==> src/rtl/id_hazard_ctrl_pkg.sv <==
// Shared definitions for the ID-stage hazard controller: operand-select
// encodings, FSM state encoding and small helpers used by the detector.
package id_hazard_ctrl_pkg;

    // ID operand select: read the register file, or take the MEM-stage result
    localparam logic [1:0] FROM_REG = 2'b00;
    localparam logic [1:0] FROM_MEM = 2'b01;

    // Stall sequencer states
    typedef enum logic [1:0] {
        RUN    = 2'b00,
        STALL1 = 2'b01,
        STALL2 = 2'b10
    } hazard_state_t;

    // Stall cycles one source needs. A branch compares in ID, so it must wait
    // for an ALU result to reach MEM (1) and for a load to leave MEM (2 from EX,
    // 1 from MEM). Other instructions only wait for a load sitting in EX.
    function automatic logic [1:0] src_stall(input logic is_branch,
                                             input logic ex_match,
                                             input logic ex_load,
                                             input logic mem_match,
                                             input logic mem_load);
        logic [1:0] cnt;
        cnt = 2'd0;
        if (ex_match) begin
            if (is_branch) cnt = ex_load ? 2'd2 : 2'd1;
            else           cnt = ex_load ? 2'd1 : 2'd0;
        end else if (mem_match && mem_load && is_branch) begin
            cnt = 2'd1;
        end
        return cnt;
    endfunction

    function automatic logic [1:0] max_count(input logic [1:0] a, input logic [1:0] b);
        return (a > b) ? a : b;
    endfunction

endpackage

==> src/rtl/id_hazard_ctrl_hazard_detect.sv <==
// Combinational hazard detector: compares the ID sources against the EX and
// MEM shadow entries and produces per-source match flags and the stall count.
module hazard_detect
    import id_hazard_ctrl_pkg::*;
#(
    parameter int REG_AW = 5
) (
    input  logic              id_valid,
    input  logic [REG_AW-1:0] id_rs1,
    input  logic [REG_AW-1:0] id_rs2,
    input  logic              id_use_rs1,
    input  logic              id_use_rs2,
    input  logic              id_is_branch,
    input  logic [REG_AW-1:0] ex_rd,
    input  logic              ex_reg_write,
    input  logic              ex_mem_read,
    input  logic              ex_valid,
    input  logic [REG_AW-1:0] mem_rd,
    input  logic              mem_reg_write,
    input  logic              mem_mem_read,
    input  logic              mem_valid,
    output logic              rs1_ex_match,
    output logic              rs1_mem_match,
    output logic              rs2_ex_match,
    output logic              rs2_mem_match,
    output logic [1:0]        stall_count
);

    logic ex_writer;
    logic mem_writer;
    logic rs1_live;
    logic rs2_live;

    // A source only matters when it is really read and is not x0
    always_comb begin
        ex_writer     = ex_valid & ex_reg_write;
        mem_writer    = mem_valid & mem_reg_write;
        rs1_live      = id_valid & id_use_rs1 & (id_rs1 != '0);
        rs2_live      = id_valid & id_use_rs2 & (id_rs2 != '0);
        rs1_ex_match  = rs1_live & ex_writer  & (ex_rd  == id_rs1);
        rs1_mem_match = rs1_live & mem_writer & (mem_rd == id_rs1);
        rs2_ex_match  = rs2_live & ex_writer  & (ex_rd  == id_rs2);
        rs2_mem_match = rs2_live & mem_writer & (mem_rd == id_rs2);
        stall_count   = max_count(
            src_stall(id_is_branch, rs1_ex_match, ex_mem_read, rs1_mem_match, mem_mem_read),
            src_stall(id_is_branch, rs2_ex_match, ex_mem_read, rs2_mem_match, mem_mem_read));
    end

endmodule

==> src/rtl/id_hazard_ctrl.sv <==
// ID-stage hazard controller: tracks EX/MEM destinations in shadow registers,
// selects ID operand forwarding, sequences load/branch stalls and squashes
// IF/ID on taken branches. Defining HAZARD_PERF_EN adds saturating counters
// of hazard-stall cycles (stall_cnt) and flush pulses (flush_cnt).
module id_hazard_ctrl
    import id_hazard_ctrl_pkg::*;
#(
    parameter int REG_AW = 5
) (
    input  logic              clk,
    input  logic              rst_n,
    input  logic              id_valid,
    input  logic [REG_AW-1:0] id_rs1,
    input  logic [REG_AW-1:0] id_rs2,
    input  logic              id_use_rs1,
    input  logic              id_use_rs2,
    input  logic [REG_AW-1:0] id_rd,
    input  logic              id_reg_write,
    input  logic              id_mem_read,
    input  logic              id_is_branch,
    input  logic              branch_taken,
    input  logic              mem_busy,
    output logic [1:0]        rs1_fwd_id,
    output logic [1:0]        rs2_fwd_id,
    output logic              stall_if,
    output logic              stall_id,
    output logic              bubble_ex,
    output logic              flush_id
`ifdef HAZARD_PERF_EN
    ,
    output logic [31:0]       stall_cnt,
    output logic [31:0]       flush_cnt
`endif
);

    hazard_state_t     state;
    hazard_state_t     state_next;
    logic [REG_AW-1:0] ex_rd;
    logic              ex_reg_write;
    logic              ex_mem_read;
    logic              ex_valid;
    logic [REG_AW-1:0] mem_rd;
    logic              mem_reg_write;
    logic              mem_mem_read;
    logic              mem_valid;
    logic              rs1_ex_match;
    logic              rs1_mem_match;
    logic              rs2_ex_match;
    logic              rs2_mem_match;
    logic [1:0]        stall_count;
    logic              hazard_stall;
    logic              flush_raw;

    hazard_detect #(.REG_AW(REG_AW)) u_detect (
        .id_valid      (id_valid),
        .id_rs1        (id_rs1),
        .id_rs2        (id_rs2),
        .id_use_rs1    (id_use_rs1),
        .id_use_rs2    (id_use_rs2),
        .id_is_branch  (id_is_branch),
        .ex_rd         (ex_rd),
        .ex_reg_write  (ex_reg_write),
        .ex_mem_read   (ex_mem_read),
        .ex_valid      (ex_valid),
        .mem_rd        (mem_rd),
        .mem_reg_write (mem_reg_write),
        .mem_mem_read  (mem_mem_read),
        .mem_valid     (mem_valid),
        .rs1_ex_match  (rs1_ex_match),
        .rs1_mem_match (rs1_mem_match),
        .rs2_ex_match  (rs2_ex_match),
        .rs2_mem_match (rs2_mem_match),
        .stall_count   (stall_count)
    );

    // Shadow pipeline: ID->EX->MEM unless memory freezes; stalls inject a bubble
    always_ff @(posedge clk or negedge rst_n) begin
        if (!rst_n) begin
            ex_rd         <= '0;
            ex_reg_write  <= 1'b0;
            ex_mem_read   <= 1'b0;
            ex_valid      <= 1'b0;
            mem_rd        <= '0;
            mem_reg_write <= 1'b0;
            mem_mem_read  <= 1'b0;
            mem_valid     <= 1'b0;
        end else if (!mem_busy) begin
            mem_rd        <= ex_rd;
            mem_reg_write <= ex_reg_write;
            mem_mem_read  <= ex_mem_read;
            mem_valid     <= ex_valid;
            ex_rd         <= id_rd;
            ex_reg_write  <= id_reg_write;
            ex_mem_read   <= id_mem_read;
            ex_valid      <= id_valid & ~hazard_stall;
        end
    end

    // Stall sequencer state register
    always_ff @(posedge clk or negedge rst_n) begin
        if (!rst_n) state <= RUN;
        else        state <= state_next;
    end

    // Next state and hazard stall; the live count keeps the stall up until the
    // dependence really clears, STALL2 always covers the middle cycle
    always_comb begin
        state_next   = state;
        hazard_stall = (stall_count != 2'd0) || (state == STALL2);
        if (!mem_busy) begin
            case (state)
                STALL2:  state_next = STALL1;
                default: begin
                    if (stall_count == 2'd2)      state_next = STALL2;
                    else if (stall_count == 2'd1) state_next = STALL1;
                    else                          state_next = RUN;
                end
            endcase
        end
        flush_raw = branch_taken & ~mem_busy & ~hazard_stall;
    end

    // Pipeline control outputs: memory freeze beats hazard stall beats flush,
    // and everything reads as idle while reset is held
    always_comb begin
        stall_if   = 1'b0;
        stall_id   = 1'b0;
        bubble_ex  = 1'b0;
        flush_id   = 1'b0;
        rs1_fwd_id = FROM_REG;
        rs2_fwd_id = FROM_REG;
        if (rst_n) begin
            stall_if  = mem_busy | hazard_stall;
            stall_id  = mem_busy | hazard_stall;
            bubble_ex = ~mem_busy & hazard_stall;
            flush_id  = flush_raw;
            if (rs1_mem_match && !rs1_ex_match && !mem_mem_read) rs1_fwd_id = FROM_MEM;
            if (rs2_mem_match && !rs2_ex_match && !mem_mem_read) rs2_fwd_id = FROM_MEM;
        end
    end

`ifdef HAZARD_PERF_EN
    // Saturating counters of hazard-stall cycles and flush pulses
    always_ff @(posedge clk or negedge rst_n) begin
        if (!rst_n) begin
            stall_cnt <= '0;
            flush_cnt <= '0;
        end else begin
            if (!mem_busy && hazard_stall && stall_cnt != 32'hFFFF_FFFF) stall_cnt <= stall_cnt + 32'd1;
            if (flush_raw && flush_cnt != 32'hFFFF_FFFF) flush_cnt <= flush_cnt + 32'd1;
        end
    end
`endif

endmodule

==> config.mk <==
export PLATFORM = sky130hd
export DESIGN_NAME = id_hazard_ctrl
export DESIGN_NICKNAME = d
export VERILOG_FILES = /design/src/rtl/id_hazard_ctrl_pkg.sv /design/src/rtl/id_hazard_ctrl_hazard_detect.sv /design/src/rtl/id_hazard_ctrl.sv
export SDC_FILE = /design/constraint.sdc
export NUM_CORES = 1
export LEC_CHECK = 0
export CORE_UTILIZATION = 45
export CTS_BUF_LIST = sky130_fd_sc_hd__clkbuf_4 sky130_fd_sc_hd__clkbuf_8 sky130_fd_sc_hd__clkbuf_16
export DETAILED_ROUTE_END_ITERATION = 16
export PLACE_DENSITY = 0.84
export SYNTH_ARGS = -nofsm -noshare
export SYNTH_HDL_FRONTEND = slang
export SYNTH_SLANG_ARGS = --single-unit
==> constraint.sdc <==
create_clock -name clk -period 13.8 [get_ports clk]
set_clock_uncertainty 0.1 [all_clocks]
set_input_delay 3.45 -clock clk [delete_from_list [all_inputs] [get_ports clk]]
set_output_delay 3.45 -clock clk [all_outputs]
set_load 0.02 [all_outputs]
==> results.txt, run 1 <==
The number of buffers created by CTS came out at 3. The utilization after layout came out at 61.6%. The HPWL after detailed placement came out at 2110 microns. The most used cell along the critical path is sky130_fd_sc_hd__clkdlybuf4s50_1. In the routed design, unresolved DRC markers number 0. In this run the post-CTS setup repair buffer count came out at 0. Of the total power, the clock network draws 18.9%. The CTS root buffer is sky130_fd_sc_hd__clkbuf_4. The pre-CTS setup slack is 3.44 ns. The count of endpoints failing hold in the final timing report was 0.

The source of the worst hold timing path is state[1]. For the worst setup path, the data required time is 10.25 ns. Ranked by total cell area, the synthesized netlist is headed by sky130_fd_sc_hd__dfrtp_1 (37%), sky130_fd_sc_hd__mux2_2 (14%), sky130_fd_sc_hd__xnor2_1 (10%).

The combined global-route utilization of all metal layers is 21.0%. The Yosys step of the flow raised 0 warnings. CTS saw 18 sinks.

The number of antenna violations at the first check in global routing is 0. The largest single stage delay on the critical path is 0.55 ns. The post-synthesis sequential element count came out at 18.

In this run the biggest area consumer among cell types represents 36.9% of the synthesized area. The post-route cell area came out at 0.00155 sq mm. Measured in cells, the most critical reg-to-reg path has a length of 11. Once the floorplan was initialized, standard cells occupied 48.4% of the core.

The minimum setup slack in the final design came out at 3.40 ns. The count of cells along the worst hold path came out at 2. The core footprint came out at 0.00252 sq mm. The worst hold path terminates at state[1]. The global routing usage on met2 came out at 36.0%. The final antenna-violating net count is 0.

Routability-driven placement finished with a final weighted congestion of 0.826. The worst hold path belongs to the class flop to flop. The number of filler instances in the final layout came out at 220. The first global-routing pass estimated 4390 microns of wire.

The largest net degree at the start of global routing is 23. TritonCTS built the clock tree. The floorplan die width came out at 54.1 microns. The share of flip-flops with an asynchronous set or reset came out at 100%. The run finished with clean final reports. The startpoint identified for the worst register-to-register timing path is ex_rd[3]. The layout cell share with drive strength beyond 1 came out at 17.5%. The number of buffers inserted by port buffering is 30. The fraction of the yosys area taken by sequential cells is 36.9%. Walking the worst path, the cells encountered are clkdlybuf4s50_1, xor2_1, nor4_1, or4bb_1, o21a_1, inv_1, ha_1, nor2_1, o22ai_1, o211ai_1, o21a_4, o31a_1, clkdlybuf4s50_1. The worst setup path is captured at an output port.

Per report_power, the combinational group accounts for 27.0% of the total. The cell area after synthesis is 0.00122 sq mm. The level count of the clock H-tree is 1.

Setup repair after global routing left no endpoint under its margin. The final hold slack is 0.413 ns. Relative to the synthesized area, the layout overhead comes to 27.4%. The count of mapped cells out of synthesis came out at 114.

The max-slew violation count is 0. The worst-case IR drop observed on VDD is 0.0000669 V. The category of the critical setup timing path is input port to output port.

The maximum buffer depth of the clock tree is 2. The highest fanout seen on the critical path came out at 5. Dividing the final minimum period by the clock period gives 75.4%. The maximum frequency from static timing analysis is 96.1 MHz. For this run, the post-layout net count is 174. The cell-internal power came out at 0.0885 mW.

The number of antenna diodes in the final layout is 0. After global routing the overflow that remains totals 0. After layout, the minimum clock period comes to 10.40 ns. The clock latency reported for the late side of the worst-skew pair came out at 0.27 ns. The setup slack on the worst flop-to-flop path is 10.75 ns. In this run the static leakage power is 0.641 nW. The floorplan step set the die height to 54.1 microns.

Counting flops with a built-in enable in the synthesized netlist gives 0. The via count of the first global-routing pass came out at 1009. The area of combinational cells with multiple inputs came out at 721 sq um. STA classifies the critical path startpoint as an input port.

The global routing stage identified its most utilized layer as met2. The total of endpoints with negative setup slack in the final report is 0. Net switching is 27.3% of the power. The number of I/O pins came out at 33. In this run the power spent charging and discharging nets is 0.0332 mW. The remaining max-slew budget at the tightest pin is 42.3%. The share of total power dissipated in sequential elements is 54.1%. The final wirelength is 2510 microns. The number of placement rows came out at 18. The area of placed instances is 0.00153 sq mm. The largest registers in the layout are ex_rd x5, mem_rd x5, state x2. The area taken by flip-flops and latches is 450 sq um.

The max-cap violation count is 0. The die covers 0.00292 sq mm. The first-pass iteration count of the detailed router is 4. The met3 layer usage reported by global route came out at 1.13%. The met1 layer usage reported by global route is 27.0%.

The worst register-to-register path ends at state[1]. The average routed wire per standard cell came out at 14.5 microns. The accumulated negative setup slack is 0 ns. The count of cells resized by post-cts repair came out at 0.

The average footprint of a synthesized cell came out at 10.7 sq um. The clock transition at the registers of the reported paths is 0.08 ns. The power density over the cells is 78.3 mW/mm^2. The detailed-route via count is 965. The endpoint arrival time on the critical path is 6.85 ns.

The most used flip-flop cell after synthesis is sky130_fd_sc_hd__dfrtp_1. The pin slew with the least headroom to its limit is 0.863 ns. The count of different cell masters after synthesis came out at 35. The largest individual stage delay along the critical path comes from the cell sky130_fd_sc_hd__or4bb_1. For this design, the CTS-stage hold fixing added 0 buffers.

For this block, the initial DRC count from the detailed router was 17. Using the TritonRoute via totals, the vias-per-cell ratio works out to 5.58. The biggest area contributor in the post-synthesis netlist is sky130_fd_sc_hd__dfrtp_1.
layout by cell type (no fill, tap or decap), drive strengths merged:
cell	Yosys	routed
o31a	1	1
nand4	2	2
o41ai	1	1
o211a	1	1
nand2b	1	1
o21a	2	2
o211ai	4	4
or4	5	5
a2bb2oi	1	1
xnor2	14	14
and3b	1	1
nor3	1	1
clkbuf	2	3
mux2	16	16
nor4	3	3
o22ai	1	1
dfrtp	18	18
nor2	5	5
ha	4	4
nand4b	1	1
conb	1	2
clkdlybuf4s50	0	30
nand2	7	7
xor2	6	6
or4bb	1	1
nor2b	1	1
inv	6	6
nand3	4	4
o21ai	1	1
final cells by class:
class	instances	share of cell area, %
clock buffer	3	1.45
inverter	6	1.45
multi-input combinational	86	46.4
sequential	18	29.0
tap	30	2.42
timing repair buffer	30	19.3
cell families (layout without fill, tap and decap cells):
| kind of cell | count (synthesis) | in the layout | synth area share, % |
|---|---|---|---|
| xor+xnor | 20 | 20 | 14.4 |
| buf+inv | 11 | 39 | 4.31 |
| other cells | 1 | 2 | 0.307 |
| mux | 16 | 16 | 15.1 |
| simple gates | 32 | 32 | 15.7 |
| flops | 18 | 18 | 36.9 |
| fa+ha+maj | 4 | 4 | 4.10 |
| compound gates | 12 | 12 | 9.23 |
metrics by stage:
stage / instances / total power [mW]
6_report: 173 / 0.122
5_1_grt: 173 / 0.129
2_1_floorplan: 115 / 0.0851
3_5_place_dp: 170 / 0.0998
3_3_place_gp: 170 / 0.0979
4_1_cts: 173 / 0.123
critical path, delay by kind of cell:
family / cells / cell delay (ns)
compound gates: 5 / 0.99
simple gates: 3 / 1.03
xor+xnor: 1 / 0.16
fa+ha+maj: 1 / 0.14
buf+inv: 3 / 1.07
power groups by stage:
stage	Clock [mW]	Sequential, mW	Combinational [mW]
6_report	0.0230	0.0659	0.0329
5_1_grt	0.0263	0.0666	0.0364
4_1_cts	0.0245	0.0657	0.0332
3_5_place_dp	0	0.0668	0.0330
3_3_place_gp	0	0.0661	0.0317
2_1_floorplan	0	0.0644	0.0207
worst max path at each step:
stage / startpoint / end / slack (ns) / depth (start not counted)
final: id_rs2[2] / stall_id / 3.40 / 13
after global placement: id_rs2[0] / flush_id / 3.53 / 13
after floorplan: id_rs2[0] / stall_if / 4.42 / 12
after CTS: id_rs2[2] / stall_id / 3.42 / 13
after detailed placement: id_rs2[2] / flush_id / 3.44 / 13
after global routing: id_rs2[0] / flush_id / 3.15 / 13
synth_stat cells, types with 2 or more instances:
cell / number
sky130_fd_sc_hd__buf_4: 3
sky130_fd_sc_hd__clkbuf_1: 2
sky130_fd_sc_hd__dfrtp_1: 18
sky130_fd_sc_hd__ha_1: 4
sky130_fd_sc_hd__inv_1: 6
sky130_fd_sc_hd__mux2_2: 15
sky130_fd_sc_hd__nand2_1: 7
sky130_fd_sc_hd__nand3_1: 4
sky130_fd_sc_hd__nand4_1: 2
sky130_fd_sc_hd__nor2_1: 5
sky130_fd_sc_hd__nor4_1: 2
sky130_fd_sc_hd__o211ai_1: 3
sky130_fd_sc_hd__or4_1: 3
sky130_fd_sc_hd__xnor2_1: 14
sky130_fd_sc_hd__xor2_1: 6
routing by layer:
| metal | part of all wire [%] | up-vias |
|---|---|---|
| met5 | 0 | - |
| met4 | 1.5 | 0 |
| met3 | 2.4 | 4 |
| met2 | 51 | 21 |
| met1 | 45 | 473 |
| li1 | - | 467 |
(Power assumes the default switching activity.)
==> run 2: changes to the inputs <==
- CORE_UTILIZATION: 45 -> 43
- clock period: 13.8 -> 8.5 ns (I/O delays scaled with it)
==> run 2 against run 1 <==
  * Via count decreased by 0.93%
  * Final cell count rose by 1.2%
  * Combinational power is 64% higher
  * Die area increased by 4.5%
  * Clock power grew 120%
  * Worst hold slack about the same
  * First-iteration DRC count increased by 5.9%
  * Setup slack worse by 2.6 ns
  * Total power increased by 73%
  * Critical endpoint is now flush_id
  * Largest power group unchanged
==> results.txt, run 2 (synthesis gave the netlist of run 1 again) <==
The run finished with clean final reports. The average routed wire per standard cell is 14.5 microns. The net count of the finished layout came out at 175. The count of cells along the worst register-to-register path is 11. The first-pass iteration count of the detailed router came out at 4. The first global-routing pass estimated 4600 microns of wire. The largest net degree at the start of global routing is 23. The pin slew with the least headroom to its limit came out at 0.836 ns. The number of violations reported at the end of detailed-routing iteration 0 is 18. The endpoint arrival time on the critical path is 5.50 ns. Summing all multi-input logic gate instances after layout gives 721 sq um.

The core footprint is 0.00257 sq mm. The highest fanout seen on the critical path is 5. The worst ir drop on vdd came out at 0.000126 V. The static leakage is 0.653 nW. The worst register-to-register path begins at ex_rd[2].

The power density over the cells came out at 134 mW/mm^2. Compared with the post-synthesis result, the final layout area differs by 29.1%. The overflow left after global routing is 0. In this run the tightest slew margin relative to its limit is 44.1%. The utilization after layout is 61.4%. The level count of the clock H-tree is 1. The accumulated negative setup slack is 0 ns. The number of hold buffers added after CTS is 0. Setup violations remaining at the end of the flow were counted as 0. STA classifies the critical path endpoint as an output port. The final antenna-violating net count came out at 0.

The required arrival time at the worst endpoint is 6.28 ns. The fraction of the cycle the final worst path needs came out at 90.9%. The starting density of the core is 47.5%. The count of cells resized by post-cts repair is 0.

Prior to clock tree synthesis, the placed netlist has a worst setup slack of 0.788 ns. Setup slack closes at 0.773 ns. The post-route cell area came out at 0.00158 sq mm.

Setup repair after global routing left no endpoint under its margin. The floorplan step defined a die boundary enclosing 0.00305 sq mm. In the global route stage, overall resource usage came out at 18.7%. The floorplan die width came out at 55.3 microns. STA classifies the critical path startpoint as an input port. TritonCTS built the clock tree. The area taken by flip-flops and latches came out at 450 sq um. The final instance count without filler cells is 175. The maximum frequency from static timing analysis came out at 129 MHz. The number of I/O pins came out at 33. The hold-critical path endpoint is state[1].

The final wirelength is 2530 microns. The clock transition at the registers of the reported paths is 0.09 ns. The commonest non-fill, non-tap cell in the layout is sky130_fd_sc_hd__clkdlybuf4s50_1.

The area of placed instances came out at 0.00154 sq mm. The critical path is of the input port to output port type. In the final layout, the registers with the most flip-flops are ex_rd x5, mem_rd x5, state x2. The average vias per placed instance came out at 5.46.

The number of filler instances in the final layout came out at 219. At the end of routability-driven placement, the weighted congestion stood at 0.937. The layout cell share with drive strength beyond 1 came out at 18.6%. Once placement completed, the tool counted placed cells totaling 171. The startpoint identified for the worst hold timing path is state[1]. Detailed placement finished with a half-perimeter wire length of 2160 microns. The number of antenna violations at the first check in global routing is 0.

The max-slew violation count was 0. The worst register-to-register path has a setup slack of 5.58 ns. The number of buffers inserted by port buffering is 30. The later pin in the worst-skew pair is clocked with a latency of 0.28 ns. The min-delay analysis places its worst path in the category flop to flop. The final critical delay including setup and external delays is 7.73 ns.

The endpoint identified for the worst register-to-register timing path is state[1]. TritonCTS created 3 clock buffers. The CTS root buffer is sky130_fd_sc_hd__clkbuf_4. The die extent in y is 55.3 microns. The detailed-route via count is 956. The via count of the first global-routing pass came out at 1039. The max-cap violation count is 0. The CTS sink count is 18. The count of endpoints failing hold in the final timing report came out at 0.

The count of cells along the worst hold path is 2. The maximum buffer depth of the clock tree came out at 2. The number of buffers inserted by post-CTS setup repair is 0. The repair_antennas step left the layout with diodes totalling 0. Leaving out fill and tap cells, the most frequent cells in the layout are sky130_fd_sc_hd__clkdlybuf4s50_1 (30), sky130_fd_sc_hd__dfrtp_1 (18), sky130_fd_sc_hd__mux2_2 (15).

The DRC violations left is 0. The number of placement rows is 18.
[run 2: worst max-delay path by stage]
stage              start        to  slack, ns
2_1_floorplan  id_rs2[0]  stall_if       1.77
3_3_place_gp   id_rs2[0]  flush_id       0.86
3_5_place_dp   id_rs2[0]  flush_id       0.79
4_1_cts        id_rs2[0]  flush_id       0.78
5_1_grt        id_rs2[3]  flush_id       0.43
6_report       id_rs2[2]  flush_id       0.77
[run 2: report_power, final]
group	total (mW)	switching (mW)	leakage, nW	internal [mW]
registers	0.107	0.0117	0.215	0.0953
clock network	0.0498	0.0237	0.0210	0.0261
logic	0.0540	0.0217	0.417	0.0323
total	0.211	0.0571	0.653	0.154
[run 2: area by class of cell]
type	count	share of cell area [%]
sequential	18	28.6
inverter	6	1.43
timing repair buffer	31	19.5
multi-input combinational	86	45.8
clock buffer	4	2.30
tap	30	2.38
[run 2: per-stage QoR]
stage / power (mW) / hold WS [ns]
2_1_floorplan: 0.138 / 0.344
3_3_place_gp: 0.160 / 0.362
3_5_place_dp: 0.163 / 0.400
4_1_cts: 0.213 / 0.421
5_1_grt: 0.224 / 0.425
6_report: 0.211 / 0.413
[run 2: worst max-delay path, cell delays in order]
cell and delay (ns):
sky130_fd_sc_hd__clkdlybuf4s50_1 0.49, sky130_fd_sc_hd__xor2_1 0.17, sky130_fd_sc_hd__nor4_1 0.39, sky130_fd_sc_hd__or4bb_1 0.55
sky130_fd_sc_hd__o21a_1 0.12, sky130_fd_sc_hd__inv_1 0.05, sky130_fd_sc_hd__ha_1 0.14, sky130_fd_sc_hd__nor2_1 0.04
sky130_fd_sc_hd__o22ai_1 0.25, sky130_fd_sc_hd__o211ai_1 0.19, sky130_fd_sc_hd__o21a_4 0.17, sky130_fd_sc_hd__nor3_1 0.16
sky130_fd_sc_hd__clkdlybuf4s50_1 0.65
[run 2: metal layers]
| layer | share of wire [%] | GRT usage (%) | vias to the layer above |
|---|---|---|---|
| met5 | 0 | 0 | - |
| met4 | 2.8 | 9.64 | 0 |
| met3 | 2.8 | 1.64 | 9 |
| met2 | 49 | 31.8 | 26 |
| met1 | 45 | 23.6 | 452 |
| li1 | - | - | 469 |
==> run 3: changes to the inputs <==
- CTS_CLUSTER_DIAMETER: default -> 200
- GPL_TIMING_DRIVEN: default -> 0
==> run 3 against run 2 <==
  * Routed wire length up 5.2%
  * Setup slack worse by 0.11 ns
  * First-iteration DRC count up 11%
  * Clock-buffer cell count unchanged
  * Die area unchanged
  * Register-to-register slack worse by 0.04 ns
  * Fmax down 1.4%
  * Critical endpoint is now stall_if
  * Highest routed layer unchanged
==> results.txt, run 3 (synthesis gave the netlist of run 1 again) <==
The run finished with clean final reports. The static leakage is 0.666 nW. The required arrival time at the worst endpoint came out at 6.28 ns.

The number of hold buffers added after CTS came out at 0. The power density over the cells is 132 mW/mm^2. The accumulated negative setup slack is 0 ns. The fraction of the cycle the final worst path needs is 92.2%.

Hold timing on the final database bottoms out at a slack of 0.386 ns. In this run the clock root is driven by a sky130_fd_sc_hd__clkbuf_4. The maximum buffer depth of the clock tree came out at 2. The level count of the clock H-tree came out at 1. The first-pass GRT wire length is 4660 microns. The via count of the first global-routing pass came out at 1041. The number of buffers created by CTS is 3. The finished cells cover 0.00160 sq mm.

The worst pin sits at a relative slew slack of 40.8%. The overflow left after global routing is 0. The pin slew with the least headroom to its limit is 0.885 ns. Across the run, the number of max-cap violations was 0.

The category of the worst setup path launch point is an input port. The first-pass iteration count of the detailed router came out at 4. The floorplan die width is 55.3 microns. The clock transition at the registers of the reported paths is 0.09 ns. The number of buffers inserted by port buffering is 30. The category of the critical setup timing path is input port to output port. The count of cells resized by post-cts repair came out at 0. The detailed-route via count came out at 967. The CTS sink count is 18. The DRC violations left is 0.

The synthesis-to-layout area growth came out at 31.0%. The first routing iteration left 20 violations. The maximum frequency from static timing analysis came out at 128 MHz.

The worst ir drop on vdd is 0.000133 V. Measured on the finished design, the core utilization comes to 62.2%. 0 antenna diodes ended up in the layout. The max-slew violation count is 0. The setup slack on the worst flop-to-flop path is 5.54 ns. The final RePlAce weighted congestion is 0.847. STA classifies the critical path endpoint as an output port.

The library cell used most frequently in the layout, excluding fill and tap cells, is sky130_fd_sc_hd__clkdlybuf4s50_1. The HPWL after detailed placement came out at 2260 microns. After detailed routing, the average wire length per cell comes to 14.9 microns.

Entering global routing, the biggest net connects 23 pins. The total area inside the core boundary comes to 0.00257 sq mm. The die extent in y is 55.3 microns.

The number of buffers inserted by post-CTS setup repair came out at 0. The number of placement rows is 18. The clock latency reported for the late side of the worst-skew pair is 0.28 ns. The die area came out at 0.00305 sq mm.

The total of endpoints with negative setup slack in the final report is 0. The net count of the finished layout is 179. The area of placed instances is 0.00156 sq mm.

The combined global-route utilization of all metal layers is 19.4%. In the final layout, the registers with the most flip-flops are ex_rd x5, mem_rd x5, state x2. TritonCTS built the clock tree. Leaving out fill and tap cells, the most frequent cells in the layout are sky130_fd_sc_hd__clkdlybuf4s50_1 (30), sky130_fd_sc_hd__dfrtp_1 (18), sky130_fd_sc_hd__mux2_2 (15). The highest fanout seen on the critical path is 5.

The average vias per placed instance is 5.40. The number of I/O pins is 33. The final wirelength came out at 2660 microns. Setup repair after global routing left no endpoint under its margin. The number of antenna violations at the first check in global routing is 0. The initial utilization of the core area, before any placement, comes to 47.5%.

The count of endpoints failing hold in the final timing report came out at 0. The post-route netlist has 19.5% of its cells at a drive strength greater than 1. The final antenna-violating net count came out at 0. The worst hold-check path type is flop to flop. The final critical delay including setup and external delays came out at 7.84 ns. The endpoint arrival time on the critical path is 5.61 ns.
-- run 3: path summary, 6_finish.rpt --
check                          start         to  depth (start not counted)
setup / recovery           id_rs2[2]   stall_if                         14
hold / removal              state[1]   state[1]                          2
setup reg to reg            ex_rd[4]   state[1]                         11
hold reg to reg             state[1]   state[1]                          2
max in group asynchronous      rst_n   ex_rd[4]                          1
min in group asynchronous      rst_n  mem_rd[2]                          1
-- run 3: through the flow --
step           setup WS, ns  power (mW)  std cells
2_1_floorplan          1.77       0.138        115
3_3_place_gp          0.752       0.160        175
3_5_place_dp          0.671       0.164        175
4_1_cts               0.665       0.214        179
5_1_grt               0.462       0.225        179
6_report              0.661       0.211        179
-- run 3: critical path: stages --
cell and delay [ns]:
sky130_fd_sc_hd__clkdlybuf4s50_1 0.47, sky130_fd_sc_hd__xor2_1 0.17, sky130_fd_sc_hd__nor4_1 0.42, sky130_fd_sc_hd__or4bb_1 0.55, sky130_fd_sc_hd__o21a_1 0.13, sky130_fd_sc_hd__inv_1 0.05, sky130_fd_sc_hd__ha_1 0.13, sky130_fd_sc_hd__nor2_1 0.04
sky130_fd_sc_hd__o22ai_1 0.25, sky130_fd_sc_hd__o211ai_1 0.19, sky130_fd_sc_hd__o21a_4 0.18, sky130_fd_sc_hd__o31a_1 0.26, sky130_fd_sc_hd__buf_4 0.13, sky130_fd_sc_hd__clkdlybuf4s50_1 0.52
-- run 3: routing by layer --
layer,up-vias,track usage [%],share of wire (%),wire length (microns)
met5,-,0,0,0
met4,0,10.4,2.2,59
met3,8,1.41,3.0,79
met2,27,34.1,53,1400
met1,453,23.6,42,1120
li1,479,-,-,-
-- run 3: area by class of cell --
| class | count | area [sq um] |
|---|---|---|
| Inverter | 6 | 22.5 |
| Fill cell | 215 | 970 |
| Clock buffer | 4 | 36.3 |
| Buffer | 5 | 30.0 |
| Tap cell | 30 | 37.5 |
| Multi-Input combinational cell | 86 | 721 |
| Sequential cell | 18 | 450 |
| Timing Repair Buffer | 30 | 300 |
-- run 3: report_power, final --
group,leakage [nW],switching [mW],internal [mW]
logic,0.431,0.0223,0.0330
clock network,0.0210,0.0228,0.0261
registers,0.215,0.0117,0.0953
